**src/rtl/bicubic_pkg.sv**
```systemverilog
// Shared constants and types for the bicubic tap accumulator.
package bicubic_pkg;
  localparam int BICUBIC_TAPS      = 4;
  localparam int BICUBIC_FRAC_BITS = 7;

  typedef logic signed [17:0] prod_t;
  typedef logic signed [19:0] acc_t;
  typedef logic        [7:0]  pix_t;
endpackage

```
**src/rtl/sat_round_u8.sv**
```systemverilog
// One-lane finish: optional half-up rounding, arithmetic shift, clamp to UINT8.
// Rounding is enabled by defining BICUBIC_ACC_ROUND_EN; otherwise the shift truncates toward -inf.
module sat_round_u8 #(
  parameter int ACC_WIDTH = 20,
  parameter int FRAC_BITS = 7
) (
  input  logic signed [ACC_WIDTH-1:0] sum_i,
  output logic        [7:0]           pix_o
);
  // One guard bit so adding the rounding constant can never wrap.
  localparam int RW = ACC_WIDTH + 1;
`ifdef BICUBIC_ACC_ROUND_EN
  localparam logic signed [RW-1:0] RND = RW'(1) << (FRAC_BITS - 1);
`else
  localparam logic signed [RW-1:0] RND = '0;
`endif

  logic signed [RW-1:0] r, q;

  always_comb begin
    r = {sum_i[ACC_WIDTH-1], sum_i} + RND;
    q = r >>> FRAC_BITS;
    if (q[RW-1])           pix_o = 8'd0;
    else if (|q[RW-2:8])   pix_o = 8'd255;
    else                   pix_o = q[7:0];
  end
endmodule

```
**src/rtl/bicubic_tap_acc_2x.sv**
```systemverilog
// Two-lane bicubic tap accumulator: sums TAPS signed products per lane, then rounds,
// shifts and clamps to UINT8 onto a valid/ready stream. Rounding via BICUBIC_ACC_ROUND_EN.
module bicubic_tap_acc_2x
  import bicubic_pkg::*;
#(
  parameter int TAPS       = BICUBIC_TAPS,
  parameter int FRAC_BITS  = BICUBIC_FRAC_BITS,
  parameter int PROD_WIDTH = 18
) (
  input  logic                         clk,
  input  logic                         aresetn,
  input  logic                         s_valid,
  output logic                         s_ready,
  input  logic signed [PROD_WIDTH-1:0] s_ca_mul,
  input  logic signed [PROD_WIDTH-1:0] s_cb_mul,
  output logic                         m_valid,
  input  logic                         m_ready,
  output pix_t                         m_pix_a,
  output pix_t                         m_pix_b,
  output logic [$clog2(TAPS)-1:0]      m_tap_idx
);
  localparam int NUM_LANES = 2;
  localparam int ACC_WIDTH = PROD_WIDTH + $clog2(TAPS);
  localparam int TW        = $clog2(TAPS);
  localparam logic [TW-1:0] LAST_TAP = TW'(TAPS - 1);

  logic [TW-1:0] tap_q, tap_d;
  logic          accept, last_tap;
  logic          m_valid_q, m_valid_d;

  logic [NUM_LANES-1:0][PROD_WIDTH-1:0] prod;
  logic [NUM_LANES-1:0][ACC_WIDTH-1:0]  prod_x, sum, acc_q;
  logic [NUM_LANES-1:0][7:0]            pix, pix_q;

  assign prod     = {s_cb_mul, s_ca_mul};
  assign accept   = s_valid && s_ready;
  assign last_tap = (tap_q == LAST_TAP);

  // Tap counter FSM: state register
  always_ff @(posedge clk) begin
    if (!aresetn) tap_q <= '0;
    else          tap_q <= tap_d;
  end

  // Tap counter FSM: next state
  always_comb begin
    tap_d = tap_q;
    if (accept) tap_d = last_tap ? '0 : tap_q + TW'(1);
  end

  // Tap counter FSM: outputs
  always_comb begin
    s_ready   = !m_valid_q || m_ready;
    m_tap_idx = tap_q;
  end

  for (genvar l = 0; l < NUM_LANES; l++) begin : g_lane
    assign prod_x[l] = {{(ACC_WIDTH-PROD_WIDTH){prod[l][PROD_WIDTH-1]}}, prod[l]};
    assign sum[l]    = acc_q[l] + prod_x[l];

    sat_round_u8 #(
      .ACC_WIDTH (ACC_WIDTH),
      .FRAC_BITS (FRAC_BITS)
    ) u_fin (
      .sum_i (sum[l]),
      .pix_o (pix[l])
    );
  end

  // Last tap never writes acc; its sum goes straight through the finish logic.
  always_ff @(posedge clk) begin
    if (!aresetn) begin
      acc_q <= '0;
    end else if (accept && !last_tap) begin
      for (int l = 0; l < NUM_LANES; l++)
        acc_q[l] <= (tap_q == '0) ? prod_x[l] : sum[l];
    end
  end

  always_comb begin
    m_valid_d = m_valid_q;
    if (accept && last_tap) m_valid_d = 1'b1;
    else if (m_ready)       m_valid_d = 1'b0;
  end

  always_ff @(posedge clk) begin
    if (!aresetn) begin
      m_valid_q <= 1'b0;
      pix_q     <= '0;
    end else begin
      m_valid_q <= m_valid_d;
      if (accept && last_tap) pix_q <= pix;
    end
  end

  assign m_valid = m_valid_q;
  assign m_pix_a = pix_q[0];
  assign m_pix_b = pix_q[1];
endmodule

```
**config.mk**
```make
export PLATFORM = sky130hd
export DESIGN_NAME = bicubic_tap_acc_2x
export DESIGN_NICKNAME = d
export VERILOG_FILES = /design/src/rtl/bicubic_pkg.sv /design/src/rtl/sat_round_u8.sv /design/src/rtl/bicubic_tap_acc_2x.sv
export SDC_FILE = /design/constraint.sdc
export NUM_CORES = 1
export LEC_CHECK = 0
export CORE_MARGIN = 1
export CORE_UTILIZATION = 45
export DETAILED_ROUTE_END_ITERATION = 16
export PLACE_DENSITY_LB_ADDON = 0.08
export SLEW_MARGIN = 20
export SYNTH_ARGS = -nofsm -noshare
export SYNTH_HDL_FRONTEND = slang
export SYNTH_HIERARCHICAL = 1
export SYNTH_SLANG_ARGS = --single-unit
export TNS_END_PERCENT = 100
```
**constraint.sdc**
```tcl
create_clock -name clk -period 3.9 [get_ports clk]
set_input_delay 0.78 -clock clk [delete_from_list [all_inputs] [get_ports clk]]
set_output_delay 0.78 -clock clk [all_outputs]
set_load 0.05 [all_outputs]
```
* After elaboration in Yosys (flattened, before gate mapping)
Index checks and enable logic that the tools add are counted.
** Storage, ports and cells
- Flip-flop bits (word level) :: 59
- Bits of input ports :: 40
- Output and inout port bits :: 20
- Word-level logic and storage cells :: 29
** Cells by class
- Add/subtract/negate cells :: 3
- Equal/unequal tests :: 1
- Muxes and demuxes :: 9
- Reductions and logical operators :: 10
** Operators with widths (count)
- adder 20 bit :: 2
- two-way mux 20 bit :: 2
- two-way mux 8 bit :: 4
- OR reduction 5 bit :: 2
- logical AND 1 bit :: 3
- adder 2 x 1 -> 2 bit (second input constant) :: 1
- == test 2 bit (second input constant) :: 1
- logical NOT 1 bit :: 2
- logical NOT 2 bit :: 1
- two-way mux 1 bit :: 2
- two-way mux 2 bit :: 1
- nonzero test 2 bit :: 1
- logical OR 1 bit :: 1

* Logic depth before layout (Yosys ltp)
Gate-level depths: netlist (run 1).
- Depth after elaboration :: 5
- Mapped depth :: 13

* Modules after synthesis
The synthesis (run 1) kept the hierarchy.
** By module, submodules not included
- bicubic_tap_acc_2x :: times used 1, cells an instance 591, area each 4654.5 sq um, seq. area each 1181.1 sq um
- sat_round_u8 :: times used 2, cells an instance 18, area each 95.1 sq um, seq. area each 0.0 sq um

* Least setup slack after synthesis (run 1)
OpenSTA, ideal clock, no wires.
- Kind :: input to register
- From :: input s_ca_mul[0]
- To :: register pix_q, in the netlist m_pix_a[0]
- Setup time :: 0.132 ns
- Data arrival time :: 2.922 ns
- Required time :: 3.768 ns
- Slack :: 0.846 ns
- Stages on the path :: 12
- Path buffers :: 0
- Cell sequence :: ha_1 > fa_1 > a21oi_1 > o211ai_1 > nand2_1 > o221a_2 > or3_1 > o2111ai_2 > nor4_4 > a21oi_1 > nand2_1 > a21oi_1
** RTL lines
- start, declared :: line bicubic_tap_acc_2x.sv:14 : input logic signed [PROD_WIDTH-1:0] s_ca_mul,
- end signal, assigned :: line bicubic_tap_acc_2x.sv:92 : if (accept && last_tap) pix_q <= pix;
- end, declared :: line bicubic_tap_acc_2x.sv:33 : logic [NUM_LANES-1:0][7:0] pix, pix_q;

==> metrics.cfg, run 1 <==
[timing]
setup_tns_ps = 0
maxSlewViolCount = 0
fin_worst_skew_ps = 13.8
worst_pin_slew_ps = 748
max_freq_mhz = 287
setup_viol = 0
slew_headroom = 0.498
rsz0062_at_grt = false
holdWs_ps = 458
period_share = 0.893
post-route-min-period_ps = 3480
hold_violations = 0

[global_routing]
antenna_found_initial = 0
grt_pass1_vias = 4367
overflow = 0
grt_pass1_wl_mm = 21.6
grt_usage = 0.243
grt_max_degree = 39

[power]
vdd_ir_drop_max_mv = 0.150
power_mw = 2.02
powerDensity_mw_per_mm2 = 351
p_leak_nw = 2.42

[clock_network]
cts_resized = 0
holdBufCountCts = 0
clock_latency_ps = 340
h-tree-depth = 3
cts_tree = yes
clock-sinks = 59
clockBufferDepth = 2
clk_pin_slew_worst_paths_ps = 70
root_buffer = clkbuf_8
cts_buffers = 9
post_cts_buffers = 0

[worst_setup_path]
cp_cell_sequence = clkdlybuf4s50_1 > ha_1 > fa_1 > a21oi_1 > o211ai_1 > nand2_1 > o221a_2 > or3_1 > o2111ai_2 > nor4_4 > buf_4 > a21oi_1 > nand2_1 > a21oi_1
cp-end-kind = flop
crit_arrival_ps = 3700
worst-setup-path-type = in2reg
crit_path_max_fanout = 8
cp.required_ps = 4120
critPathSlowestCell = clkdlybuf4s50_1
path_common_cell = a21oi_1
cp-start-kind = primary input
slowest_delay_ps = 420

[route]
routed_wl_mm = 13.1
avgRoutedWirePerCell_um = 16.0
drt_iter0_markers = 257
via_count = 4662
vias_per_cell = 5.70
drtAntennaViolNets = 0
drc_errors = 0
drt_first_pass_iters = 4

[layout]
final_layout_size_suffix_gt1_frac = 0.0894
antenna_cells = 0
fin_nets = 760
multiInputGateArea_sq_mm = 0.00336
nFillCells = 1014
syn_to_final_growth_pct = 19.0
regArea_sq_mm = 0.00118

[job]
cap_viol_max_count = 0

[synth]
syn_nets = 708
ys_warn_count = 6
synth_cells = 626
syn-cell-area_sq_mm = 0.00484
synth_area_per_cell_sq_um = 7.73

[floorplanning]
chipHeight_um = 106
initial_core_util = 0.467
dieArea_sq_mm = 0.0112
fp.coreArea_sq_mm = 0.0104
num_rows = 37
io_pins = 60
die_w_um = 106

[place]
gp_congestion = 0.953
port_buffers = 59
post-dp-hpwl_mm = 9.77

[min_path]
hp-class = reg2reg

[status]
outcome = completed

==> through the flow <==
| stage | std cells | utilization | instance area (sq um) | setup WS (ps) |
|---|---|---|---|---|
| 2_1_floorplan | 626 | - | 4840 | 846 |
| 3_3_place_gp | 803 | 0.540 | 5600 | 199 |
| 3_5_place_dp | 803 | 0.540 | 5600 | 132 |
| 4_1_cts | 818 | 0.556 | 5760 | 485 |
| 5_1_grt | 818 | 0.556 | 5760 | 254 |
| 6_report | 818 | 0.556 | 5760 | 418 |
==> final cells by class <==
cell class / instances / share of cell area
clock buffers: 12 / 0.0252
multi-input cells: 495 / 0.584
repair buffers: 81 / 0.133
inverters: 32 / 0.0208
well taps: 136 / 0.0295
flip-flops and latches: 59 / 0.205
clock inverters: 3 / 0.00261
==> state kept, by name (all words and copies together) (netlist names) <==
signal and count:
acc_q 40, m_pix_a 8, m_pix_b 8, m_tap_idx 2, m_valid 1
==> power breakdown <==
| part | switching, mW | internal (mW) |
|---|---|---|
| Combinational | 0.493 | 0.363 |
| Sequential | 0.0283 | 0.648 |
| Clock | 0.251 | 0.242 |
==> metal layers <==
metal	track usage	part of all wire	vias to the layer above
li1	-	-	2372
met1	0.336	0.50	2185
met2	0.386	0.44	97
met3	0.0464	0.044	8
met4	0.0625	0.0091	0
met5	0	0	-
==> final timing paths <==
kind	startpoint	end	slack, ps	cells after the start
setup reg to reg	acc_q[0]	m_pix_a[6]	1010	13
hold reg to reg	m_pix_b[1]	m_pix_b[1]	460	2
setup / recovery	s_ca_mul[0]	m_pix_a[6]	420	14
hold / removal	m_pix_b[1]	m_pix_b[1]	460	2
==> critical path: cells and delay by family <==
| family | cells | cell delay, ps |
|---|---|---|
| AOI/OAI and AO/OA | 6 | 1010 |
| adders and majority gates | 2 | 640 |
| and+or+nand+nor | 4 | 640 |
| buffers and inverters | 2 | 620 |
==> cells in the final DEF (no fill, tap or decap), types with 21 or more instances in the layout <==
cell type and instances:
a21oi_1 88, nand2_1 75, dfxtp_1 59, clkdlybuf4s50_1 59, nor2_1 40, ha_1 40
inv_1 31, o21ai_0 28, xnor2_1 24, buf_4 21
No activity file was read; power rests on OpenSTA's default activity.
==> run 2: changes to the inputs <==
--- a/config.mk
+++ b/config.mk
@@ -8,6 +8,7 @@
 export CORE_MARGIN = 1
 export CORE_UTILIZATION = 45
 export DETAILED_ROUTE_END_ITERATION = 16
+export DONT_BUFFER_PORTS = 1
 export PLACE_DENSITY_LB_ADDON = 0.08
 export SLEW_MARGIN = 20
 export SYNTH_ARGS = -nofsm -noshare
==> metrics.cfg, run 2 (synthesized netlist as in run 1, its figures left out) <==
[route]
drtAntennaViolNets = 0  ; unchanged
avgRoutedWirePerCell_um = 17.3  ; +7.5%
via_count = 4436  ; -4.8%
drt_iter0_markers = 329  ; +28%
vias_per_cell = 5.94  ; +4.2%
drt_first_pass_iters = 5  ; +1
drc_errors = 0  ; unchanged
routed_wl_mm = 12.9  ; -1.8%

[floorplanning]
chipHeight_um = 106  ; unchanged
dieArea_sq_mm = 0.0112  ; unchanged
io_pins = 60  ; unchanged
initial_core_util = 0.467  ; unchanged
fp.coreArea_sq_mm = 0.0104  ; unchanged
die_w_um = 106  ; unchanged
num_rows = 37  ; unchanged

[worst_setup_path]
crit_arrival_ps = 3310  ; -390 ps
path_buf_inv = 0  ; -2
path_delay_family = compound AO/OA/AOI/OAI gates
worst-setup-path-type = in2reg
crit_path_max_fanout = 8  ; unchanged
r2r-start = acc_q[0]
slowest_delay_ps = 520  ; +100 ps
critPathSlowestCell = nor4_4
cp-end-kind = flop
cp.required_ps = 4110  ; about the same
cp-start-kind = primary input
cp_cell_sequence = ha_1 > fa_1 > a21oi_1 > o211ai_1 > nand2_1 > o221a_2 > or3_1 > o2111ai_2 > nor4_4 > a21oi_1 > nand2_1 > a21oi_1
rr_worst_depth = 12  ; -1
r2r_slack_ps = 910  ; -100 ps
path_common_cell = a21oi_1
reg2reg_to = m_pix_a[3]

[timing]
hold_violations = 0  ; unchanged
max_freq_mhz = 322  ; +12%
slew_headroom = 0.455  ; -0.0430
setup_tns_ps = 0  ; unchanged
fin_worst_skew_ps = 10.9  ; -2.90 ps
worst_pin_slew_ps = 818  ; +69.8 ps
maxSlewViolCount = 0  ; unchanged
post-route-min-period_ps = 3100  ; -381 ps
rsz0062_at_grt = false
setup_viol = 0  ; unchanged
timing.final.ws_setup_ps = 799  ; +381 ps
period_share = 0.795  ; -0.0976

[layout]
final_cell_mix = a21oi_1 (88), nand2_1 (75), dfxtp_1 (59), nor2_1 (40), ha_1 (40)
fin_nets = 688  ; -9.5%
final_common_cell = a21oi_1
largest_reg_flops = 40  ; unchanged
final_layout_size_suffix_gt1_frac = 0.0818  ; -0.00761
syn_to_final_growth_pct = 5.27
fin_util = 0.491  ; -0.0643
antenna_cells = 0  ; unchanged
largest_register = acc_q
final_cell_area_sq_mm = 0.00510  ; -12%

[place]
gp_congestion = 0.935  ; -1.9%
place_area_sq_mm = 0.00490  ; -13%
post-dp-hpwl_mm = 9.46  ; -3.2%
place_ws_ps = 454  ; +322 ps
port_buffers = 0  ; -100%

[status]
outcome = completed

[min_path]
min_from = acc_q[2]
holdPathEnd = acc_q[2]
whs_path_depth = 2  ; unchanged
hp-class = reg2reg

[power]
pwr-share-clk = 0.287  ; +0.044
power_mw = 2.03  ; +0.36%
p_sw_uw = 768  ; -0.54%
p_seq_frac = 0.339  ; +0.005
vdd_ir_drop_max_mv = 0.164  ; +9.4%
combPwrFrac = 0.375  ; -0.048
p_leak_nw = 2.15  ; -11%
p_sw_frac = 0.378  ; -0.00342
intPower_mw = 1.26  ; +0.91%
powerDensity_mw_per_mm2 = 399  ; +13%

[clock_network]
cts_buffers = 9  ; unchanged
holdBufCountCts = 0  ; unchanged
cts_tree = yes
clk_pin_slew_worst_paths_ps = 80  ; about the same
cts_resized = 0  ; unchanged
clock_latency_ps = 360  ; +20 ps
clockBufferDepth = 2  ; unchanged
h-tree-depth = 3  ; unchanged
root_buffer = clkbuf_8
post_cts_buffers = 0  ; unchanged
clock-sinks = 59  ; unchanged

[global_routing]
grt_pass1_vias = 4237  ; -3.0%
grt_pass1_wl_mm = 21.2  ; -1.5%
antenna_found_initial = 0  ; unchanged
grt_max_degree = 56  ; +44%
overflow = 0  ; unchanged
grt_usage = 0.241  ; -0.00181

[job]
cap_viol_max_count = 0  ; unchanged

==> run 2: power groups by stage <==
stage               sequential (mW)  clock (mW)  combinational, mW
floorplan                     0.695           0              0.623
global placement              0.700           0              0.747
global route                  0.694       0.613              0.850
CTS                           0.688       0.590              0.759
detailed placement            0.702           0              0.752
finish                        0.689       0.582              0.761
==> run 2: worst max-delay path by stage <==
| stage | startpoint | to | slack [ps] | cells after the start |
|---|---|---|---|---|
| finish | s_ca_mul[0] | m_pix_a[3] | 800 | 12 |
| global route | s_ca_mul[0] | m_pix_a[3] | 530 | 12 |
| CTS | s_ca_mul[0] | m_pix_a[3] | 820 | 12 |
| detailed placement | s_ca_mul[0] | m_pix_a[3] | 450 | 12 |
| global placement | s_ca_mul[0] | m_pix_a[0] | 530 | 12 |
| floorplan | s_ca_mul[0] | m_pix_a[0] | 850 | 12 |
==> run 2: routing by layer <==
| metal | vias up | wire [um] | track usage |
|---|---|---|---|
| li1 | 2228 | - | - |
| met1 | 2100 | 6340 | 0.328 |
| met2 | 90 | 5630 | 0.374 |
| met3 | 18 | 675 | 0.0489 |
| met4 | 0 | 252 | 0.0903 |
| met5 | - | 0 | 0 |
==> run 2: final cells by class <==
class,instances,area (sq um)
Tap cell,136,170
Sequential cell,59,1180
Multi-Input combinational cell,495,3360
Inverter,32,120
Timing Repair Buffer,9,67.6
Clock inverter,5,52.6
Fill cell,1068,5270
Clock buffer,11,141
==> run 2: worst min-delay path, cell delays in order, from the launching register on <==
cell and delay (ps):
dfxtp_1 320, nand2_1 50, a21oi_1 50
==> run 2: per-stage QoR <==
stage | hold WS (ps) | std cells
3_3_place_gp | 451 | 731
3_5_place_dp | 459 | 731
2_1_floorplan | 436 | 626
6_report | 468 | 747
4_1_cts | 468 | 747
5_1_grt | 496 | 747
